**config.mk**
```make
export PLATFORM = sky130hd
export DESIGN_NAME = robotron_sound_cmd
export DESIGN_NICKNAME = d
export VERILOG_FILES = /design/src/rtl/robotron_sound_cmd.sv
export SDC_FILE = /design/constraint.sdc
export NUM_CORES = 1
export LEC_CHECK = 0
export ABC_CLOCK_PERIOD_IN_PS = 1930
export CAP_MARGIN = 20
export CORE_MARGIN = 5
export CORE_UTILIZATION = 35
export DETAILED_ROUTE_END_ITERATION = 6
export PLACE_DENSITY = 0.58
export SETUP_SLACK_MARGIN = 0.05
export SKIP_LAST_GASP = 1
export SYNTH_ARGS = -nofsm -noshare
export SYNTH_HDL_FRONTEND = slang
export SYNTH_SLANG_ARGS = --single-unit
export TNS_END_PERCENT = 1
```
**constraint.sdc**
```tcl
create_clock -name clk_cpu -period 1.93 [get_ports clk_cpu]
set_clock_uncertainty 0.1 [all_clocks]
set_input_delay 0.193 -clock clk_cpu [delete_from_list [all_inputs] [get_ports clk_cpu]]
set_output_delay 0.193 -clock clk_cpu [all_outputs]
set_load 0.005 [all_outputs]
```
**src/rtl/robotron_sound_cmd.sv**
```systemverilog
// -----------------------------------------------------------------------------
// robotron_sound_cmd
// Main-board-side sound command transmitter. Sound numbers from game logic are
// queued, then each is driven onto the active-low select bus PB_OUT and
// qualified by a timed active-low strobe HAND_OUT:
//   IDLE -> SETUP (PB stable) -> STROBE (HAND low) -> HOLD -> GAP (bus idle)
//
// Configuration macro: SOUND_CMD_FIFO_EN
//   defined   : 4-entry FIFO in front of the serializer
//   undefined : single holding register, one command outstanding at a time
//
// Ports:
//   clk_cpu    in   1  only clock
//   reset      in   1  asynchronous, active-high
//   cmd_valid  in   1  sound number offered
//   cmd_code   in   6  sound number, active-high (0 = accepted, discarded)
//   cmd_ready  out  1  command can be accepted this cycle
//   PB_OUT     out  6  select bus, active-low, 6'h3F = no sound (flop)
//   HAND_OUT   out  1  strobe, active-low (flop)
//   busy       out  1  serializer not idle or a command is pending
// -----------------------------------------------------------------------------
module robotron_sound_cmd #(
  parameter int unsigned SETUP_CYCLES  = 4,
  parameter int unsigned STROBE_CYCLES = 8,
  parameter int unsigned HOLD_CYCLES   = 16,
  parameter int unsigned GAP_CYCLES    = 64
) (
  input  logic       clk_cpu,
  input  logic       reset,
  input  logic       cmd_valid,
  input  logic [5:0] cmd_code,
  output logic       cmd_ready,
  output logic [5:0] PB_OUT,
  output logic       HAND_OUT,
  output logic       busy
);

  localparam int unsigned CODE_W = 6;
  localparam int unsigned CNT_W  = 8;

  typedef enum logic [2:0] {
    S_IDLE,
    S_SETUP,
    S_STROBE,
    S_HOLD,
    S_GAP
  } state_t;

  state_t              r_state;
  logic [CNT_W-1:0]    r_cnt;
  logic                w_push;
  logic                w_pop;
  logic                w_pending;
  logic [CODE_W-1:0]   w_head;

`ifdef SOUND_CMD_FIFO_EN
  localparam int unsigned FIFO_DEPTH = 4;

  logic [CODE_W-1:0] r_mem [FIFO_DEPTH];
  logic [1:0]        r_wr_ptr;
  logic [1:0]        r_rd_ptr;
  logic [2:0]        r_count;

  // Ready depends only on the registered count; a same-cycle pop never
  // makes room for a push when full.
  assign cmd_ready = (r_count != 3'(FIFO_DEPTH));
  assign w_pending = (r_count != 3'd0);
  assign w_head    = r_mem[r_rd_ptr];

  // Queue storage, pointers and occupancy
  always_ff @(posedge clk_cpu or posedge reset) begin
    if (reset) begin
      for (int i = 0; i < int'(FIFO_DEPTH); i++) r_mem[i] <= '0;
      r_wr_ptr <= 2'd0;
      r_rd_ptr <= 2'd0;
      r_count  <= 3'd0;
    end else begin
      if (w_push) begin
        r_mem[r_wr_ptr] <= cmd_code;
        r_wr_ptr        <= r_wr_ptr + 2'd1;
      end
      if (w_pop) r_rd_ptr <= r_rd_ptr + 2'd1;
      case ({w_push, w_pop})
        2'b10:   r_count <= r_count + 3'd1;
        2'b01:   r_count <= r_count - 3'd1;
        default: r_count <= r_count;
      endcase
    end
  end
`else
  logic              r_hold_valid;
  logic [CODE_W-1:0] r_hold_code;

  // Only one command in flight: ready again once the serializer is back in
  // IDLE and nothing is held.
  assign cmd_ready = (r_state == S_IDLE) && !r_hold_valid;
  assign w_pending = r_hold_valid;
  assign w_head    = r_hold_code;

  // Single holding register
  always_ff @(posedge clk_cpu or posedge reset) begin
    if (reset) begin
      r_hold_valid <= 1'b0;
      r_hold_code  <= '0;
    end else if (w_push) begin
      r_hold_valid <= 1'b1;
      r_hold_code  <= cmd_code;
    end else if (w_pop) begin
      r_hold_valid <= 1'b0;
    end
  end
`endif

  // Code 0 is consumed by the handshake but never queued.
  assign w_push = cmd_valid && cmd_ready && (cmd_code != 6'd0);
  assign w_pop  = (r_state == S_IDLE) && w_pending;
  assign busy   = (r_state != S_IDLE) || w_pending;

  // Serializer FSM; one shared down-counter loaded with N-1 on state entry
  always_ff @(posedge clk_cpu or posedge reset) begin
    if (reset) begin
      r_state  <= S_IDLE;
      r_cnt    <= '0;
      PB_OUT   <= 6'h3F;
      HAND_OUT <= 1'b1;
    end else begin
      case (r_state)
        S_IDLE: begin
          PB_OUT   <= 6'h3F;
          HAND_OUT <= 1'b1;
          if (w_pop) begin
            PB_OUT  <= ~w_head;
            r_cnt   <= CNT_W'(SETUP_CYCLES - 1);
            r_state <= S_SETUP;
          end
        end
        S_SETUP: begin
          if (r_cnt == '0) begin
            HAND_OUT <= 1'b0;
            r_cnt    <= CNT_W'(STROBE_CYCLES - 1);
            r_state  <= S_STROBE;
          end else begin
            r_cnt <= r_cnt - CNT_W'(1);
          end
        end
        S_STROBE: begin
          if (r_cnt == '0) begin
            HAND_OUT <= 1'b1;
            r_cnt    <= CNT_W'(HOLD_CYCLES - 1);
            r_state  <= S_HOLD;
          end else begin
            r_cnt <= r_cnt - CNT_W'(1);
          end
        end
        S_HOLD: begin
          if (r_cnt == '0) begin
            PB_OUT  <= 6'h3F;
            r_cnt   <= CNT_W'(GAP_CYCLES - 1);
            r_state <= S_GAP;
          end else begin
            r_cnt <= r_cnt - CNT_W'(1);
          end
        end
        S_GAP: begin
          if (r_cnt == '0) begin
            r_state <= S_IDLE;
          end else begin
            r_cnt <= r_cnt - CNT_W'(1);
          end
        end
        default: begin
          r_state  <= S_IDLE;
          PB_OUT   <= 6'h3F;
          HAND_OUT <= 1'b1;
        end
      endcase
    end
  end

endmodule

```
==> results of run 1 <==
cell type report:
type | instances | area [um^2] | share of cell area, %
Clock buffer | 4 | 45.04 | 2.514
Tap cell | 48 | 60.06 | 3.352
Inverter | 9 | 33.78 | 1.885
Timing Repair Buffer | 41 | 351.6 | 19.62
Multi-Input combinational cell | 88 | 666.9 | 37.22
Sequential cell | 25 | 634.4 | 35.40
logic make-up after synthesis:
family / count (synthesis) / share of synthesized area, %
AND/OR/NAND/NOR: 42 / 19.14
AO/OA/AOI/OAI: 38 / 23.06
flip-flops: 25 / 47.34
buffers and inverters: 13 / 3.828
multiplexers: 6 / 5.042
XOR/XNOR: 1 / 0.6537
adder cells (fa/ha/maj): 1 / 0.9336
worst min path at each step:
| stage | end | slack (ns) | from | cells past startpoint |
|---|---|---|---|---|
| after CTS | r_hold_code[4] | 0.18 | reset | 3 |
| after global routing | r_cnt[6] | 0.23 | reset | 3 |
| after global placement | PB_OUT[1] | 0.30 | r_hold_code[1] | 1 |
| after detailed placement | PB_OUT[1] | 0.31 | r_hold_code[1] | 1 |
| after floorplan | r_cnt[0] | 0.12 | reset | 1 |
| final | r_cnt[6] | 0.16 | reset | 3 |
report_power, final:
group          internal [W]  switching [W]
Combinational     0.0000167      0.0000156
Sequential         0.000524              0
Clock              0.000148       0.000163
state kept, by name (all words and copies together), names as in the netlist:
name,count
r_state,3
HAND_OUT,1
r_hold_valid,1
PB_OUT,6
r_hold_code,6
r_cnt,8
routing by layer:
metal	vias to the layer above	track usage, %
met4	0	4.802
li1	555	-
met5	-	0
met1	582	16.52
met3	6	2.805
met2	47	21.22
Yosys cell counts, drive strengths merged (4+ instances only):
| library cell | number | share of area (%) |
|---|---|---|
| dfrtp | 18 | 34 |
| nand2 | 10 | 3.0 |
| inv | 9 | 2.5 |
| a2bb2oi | 7 | 4.6 |
| dfstp | 7 | 14 |
| nor2 | 7 | 2.5 |
| mux2 | 6 | 5.0 |
| o21ai | 5 | 1.9 |
| a21oi | 4 | 1.8 |
| and3 | 4 | 2.1 |
| or3 | 4 | 2.0 |
per-stage QoR:
step	setup TNS, ns	instances	total power [W]	worst slack [ns]
2_1_floorplan	0	126	0.0005430	0.02820
3_3_place_gp	-1.339	207	0.0005674	-0.2159
3_5_place_dp	-1.520	207	0.0005679	-0.2484
4_1_cts	-0.04429	212	0.0008779	-0.04429
5_1_grt	-0.5771	215	0.0009033	-0.06672
6_report	0	215	0.0008675	0.02658
repair_timing:
| action | 4_1_cts | 5_1_grt |
|---|---|---|
| endpoints found under the setup margin | 9 | 22 |
| pin swaps | 1 | 3 |
| gates resized for setup | 2 | 2 |
| buffers inserted | 1 | 3 |
critical path, cell delays in order (launching register included):
cell,delay (ns)
dfrtp_1,0.39
inv_1,0.10
ha_1,0.19
nor3b_4,0.34
buf_4,0.18
a211oi_1,0.06
a2111oi_1,0.37
a21o_1,0.12
==> impl_metrics.tcl, run 1 <==
set metrics [dict create \
    overflow 0 \
    startpoint "r_cnt[0]" \
    wl_met1_mm 1.487 \
    min_period_ns 1.903 \
    place_congestion 0.9529 \
    start_util_pct 36.33 \
    dr.first_iter.drc_count 45 \
    cts_buffers 3 \
    cts_max_level 1 \
    diodes 0 \
    synth-seq-cells 25 \
    r2r_start "r_cnt[0]" \
    route.met3.wl_um 152 \
    cts_root_buf "clkbuf_8" \
    die_w_um 71.88 \
    rsz0062_at_grt "true" \
    yosysWarnings 0 \
    cts_buffer_depth 2 \
    grt_usage_pct 12.89 \
    synth-seq-area-share_pct 47.34 \
    slew_headroom_pct 71.41 \
    drt-total-wl_mm 3.214 \
    final_common_cell "buf_4" \
    ys_types 48 \
    synth_flop_cell "dfrtp_1" \
    drv_cap 0 \
    synth_edf_count 0 \
    finalSetupViolCount 0 \
    antenna_found_initial 0 \
    rr_endpoint "r_cnt[3]" \
    die_area_um2 5166 \
    clock_latency_ns 0.27 \
    cp-start-kind "flip-flop" \
    tightestPinTransition_ns 0.4281 \
    port_buffers 17 \
    nFillCells 364 \
    fin_util_pct 48.58 \
    syn2layout_area_growth_pct 33.71 \
    total_leakage_power_nw 0.7737 \
    netlist_area_um2 1340 \
    syn_avg_cell_area_um2 10.64 \
    holdBufCountCts 0 \
    reg2reg_depth 7 \
    reg2reg_slack_ns 0.03 \
    required_ns 2.04 \
    dr_wl_met2_mm 1.523 \
    drive_gt1_share_pct 32.34 \
    syn-instance-count 126 \
    ys_async_sr_fraction_pct 100.0 \
    wire_per_inst_um 14.95 \
    synth_nets 136 \
    cp_max_fo 5 \
    finalInstanceArea_um2 1792 \
    power_density_nw_per_um2 484.2 \
    grt_pass1_wl_mm 5.375 \
    hp-class "in2async" \
    vias_per_cell 5.535 \
    vias 1190 \
    ir_drop_mv 0.2650 \
    rows 22 \
    setup.worst_path.end_class "flip-flop" \
    timing.hold.ws_ns 0.1639 \
    cts.sinks 25 \
    antenna_left 0 \
    die_h_um 71.88 \
    endpoint "r_cnt[3]" \
    hold_viol 0 \
    fin_nets 178 \
    dpl.hpwl_mm 2.367 \
    io_pins 18 \
    place_area_um2 1709 \
    drc 0 \
    final_cell_mix "24 x buf_4, 18 x dfrtp_1, 15 x clkdlybuf4s50_1" \
    highest_layer "met4" \
    grt_pass1_vias 1214 \
    fin_crit_sh_pct 98.62 \
    worstPathArrival_ns 2.02 \
    clk_pin_slew_ns 0.08 \
    path_class "reg2reg" \
    grt_max_degree 26 \
    core_area_um2 3689 \
    drt_pass1_iterations 4 \
    cts_tree "built" \
    finalMaxSlewViolations 0 \
    achievable-frequency_mhz 525.4 \
    outcome "finished clean" \
]
(Power assumes the default switching activity.)
==> inputs of run 2 (changes only) <==
--- a/config.mk
+++ b/config.mk
@@ -5,12 +5,12 @@
 export SDC_FILE = /design/constraint.sdc
 export NUM_CORES = 1
 export LEC_CHECK = 0
-export ABC_CLOCK_PERIOD_IN_PS = 1930
 export CAP_MARGIN = 20
 export CORE_MARGIN = 5
 export CORE_UTILIZATION = 35
 export DETAILED_ROUTE_END_ITERATION = 6
-export PLACE_DENSITY = 0.58
+export GPL_TIMING_DRIVEN = 0
+export PLACE_DENSITY = 0.56
 export SETUP_SLACK_MARGIN = 0.05
 export SKIP_LAST_GASP = 1
 export SYNTH_ARGS = -nofsm -noshare
==> constraint.sdc (replaced) <==
create_clock -name clk_cpu -period 1.8 [get_ports clk_cpu]
set_clock_uncertainty 0.1 [all_clocks]
set_input_delay 0.18 -clock clk_cpu [delete_from_list [all_inputs] [get_ports clk_cpu]]
set_output_delay 0.18 -clock clk_cpu [all_outputs]
set_load 0.005 [all_outputs]
==> run 2 against run 1 <==
  * The run now ends with setup timing left
  * Via count shrank 0.50%
  * Setup slack lost 0.15 ns
  * Total power grew 7.9%
  * Register-to-register slack lost 0.15 ns
  * Critical path depth grew 2
  * Die area is the same
  * Final cell count shrank 1.9%
  * Sequential power grew 7.3%
  * Worst hold slack lost 0.11 ns
  * Non-clock buffer count shrank 4
  * Global-route usage grew 1.1 points
  * Wire length grew 2.7%
==> impl_metrics.tcl, run 2 (synthesis gave the netlist of run 1 again) <==
set metrics [dict create \
    achievable-frequency_mhz 519.1 \
    min_period_ns 1.926 \
    switchingPower_w 0.0001937 \
    place_inst 191 \
    grt_pass1_wl_mm 5.768 \
    setup_slack_ns -0.1263 \
    drt_pass1_iterations 4 \
    rsz0062_at_grt "true" \
    rows 22 \
    place_congestion 0.8340 \
    seqPwrFrac_pct 60.0 \
    largest_register_ffs 8 \
    drive_gt1_share_pct 33.74 \
    hp-class "in2async" \
    die_h_um 71.88 \
    io_pins 18 \
    clock_latency_ns 0.27 \
    cts_buffers 3 \
    grt_pass1_vias 1293 \
    power_density_nw_per_um2 521.1 \
    met3_usage_pct 2.665 \
    nFillCells 372 \
    reg_top3 "r_cnt (8), PB_OUT (6), r_hold_code (6)" \
    required_ns 1.85 \
    drc 0 \
    diodes 0 \
    tightestPinTransition_ns 0.4828 \
    clock_power_share_pct 35.6 \
    finalMaxSlewViolations 0 \
    drt-total-wl_mm 3.301 \
    finalSetupViolCount 22 \
    drv_cap 0 \
    cts_tree "built" \
    fin_util_pct 48.71 \
    dp_slack_ns -0.4078 \
    vias_per_cell 5.611 \
    hold_viol 0 \
    p_sw_share_pct 20.68 \
    setup.worst_path.end_class "flip-flop" \
    port_buffers 17 \
    die_w_um 71.88 \
    grt_usage_pct 13.94 \
    fin_nets 174 \
    cts_max_level 1 \
    slew_headroom_pct 67.69 \
    overflow 0 \
    fin_crit_sh_pct 107.0 \
    p_total_w 0.0009364 \
    core_area_um2 3689 \
    dr.first_iter.drc_count 52 \
    top_usage_layer "met2" \
    path_class "reg2reg" \
    place_area_um2 1587 \
    syn2layout_area_growth_pct 34.08 \
    worstPathArrival_ns 1.97 \
    clk_pin_slew_ns 0.09 \
    finalInstanceArea_um2 1797 \
    cts.sinks 25 \
    start_util_pct 36.33 \
    final_cell_mix "17 x dfrtp_1, 15 x buf_4, 15 x clkdlybuf4s50_1" \
    ir_drop_mv 0.2567 \
    violations "setup timing" \
    pwr-share-comb_pct 4.4 \
    wire_per_inst_um 15.64 \
    cp_max_fo 7 \
    regMostFlops "r_cnt" \
    grt_max_degree 26 \
    vias 1184 \
    total_leakage_power_nw 0.7469 \
    antenna_found_initial 0 \
    final_common_cell "dfrtp_1" \
    grt.met2_usage_pct 22.35 \
    cts_root_buf "clkbuf_8" \
    die_area_um2 5166 \
    antenna_left 0 \
    internal_power_w 0.0007427 \
    met1_usage_pct 17.98 \
    final_cells 211 \
    cp-start-kind "flip-flop" \
    dpl.hpwl_mm 2.157 \
    cts_buffer_depth 2 \
    outcome "finished with violations" \
]
==> run 2: changes by cell type in the layout (fill, tap and decap cells not counted), sizes merged <==
cell          change
buf               -6
clkbuf            +2
dlygate4sd2       +1
dlymetal6s2s      -1
==> run 2: layout make-up <==
| class | count | area [um^2] | share of cell area [%] |
|---|---|---|---|
| repair buffers | 33 | 311.5 | 17.34 |
| well taps | 48 | 60.06 | 3.343 |
| multi-input cells | 88 | 684.4 | 38.09 |
| plain buffers | 4 | 26.28 | 1.462 |
| clock buffers | 4 | 45.04 | 2.507 |
| flip-flops and latches | 25 | 635.6 | 35.38 |
| inverters | 9 | 33.78 | 1.880 |
==> run 2: final timing paths <==
path,start,to,slack (ns),cells after the start
worst max-delay path,r_cnt[0],r_cnt[4],-0.13,9
worst min-delay path,reset,r_cnt[6],0.06,2
worst max register to register,r_cnt[0],r_cnt[4],-0.13,9
worst min register to register,r_hold_code[3],PB_OUT[3],0.31,1
max in group asynchronous,reset,HAND_OUT,1.06,3
min in group clk_cpu,r_hold_code[3],PB_OUT[3],0.31,1
==> run 2: through the flow <==
| step | TNS, ns | hold slack [ns] |
|---|---|---|
| floorplan | -0.1984 | 0.1021 |
| global placement | -6.189 | 0.2881 |
| detailed placement | -6.820 | 0.2936 |
| CTS | -1.669 | 0.3064 |
| global route | -3.591 | 0.07673 |
| finish | -1.864 | 0.05841 |
==> run 2: worst max-delay path, stage by stage, from the launching register on <==
cell      delay [ns]
dfrtp_1         0.38
inv_2           0.05
ha_2            0.18
buf_6           0.11
nor3b_4         0.14
buf_6           0.14
a211oi_4        0.29
buf_4           0.18
and3_2          0.16
o22ai_1         0.07
==> run 2: power groups by stage <==
stage           logic (W)  clock network (W)  registers (W)
2_1_floorplan  0.00000975                  0       0.000572
5_1_grt         0.0000459           0.000377       0.000562
3_5_place_dp    0.0000349                  0       0.000572
3_3_place_gp    0.0000343                  0       0.000572
4_1_cts         0.0000349           0.000348       0.000562
6_report        0.0000408           0.000334       0.000562
==> run 2: repair_timing <==
| action | 4_1_cts | 5_1_grt |
|---|---|---|
| resized for setup | 13 | 0 |
| hold buffers | 0 | 0 |
| buffers inserted | 15 | 0 |
| setup endpoints to repair | 26 | 26 |
| pin swaps | 4 | 1 |
==> run 2: routing by layer <==
layer | part of all wire, % | vias up
met4 | 3.6 | 0
met2 | 48 | 42
met5 | 0 | -
met3 | 3.8 | 15
met1 | 45 | 580
li1 | - | 547
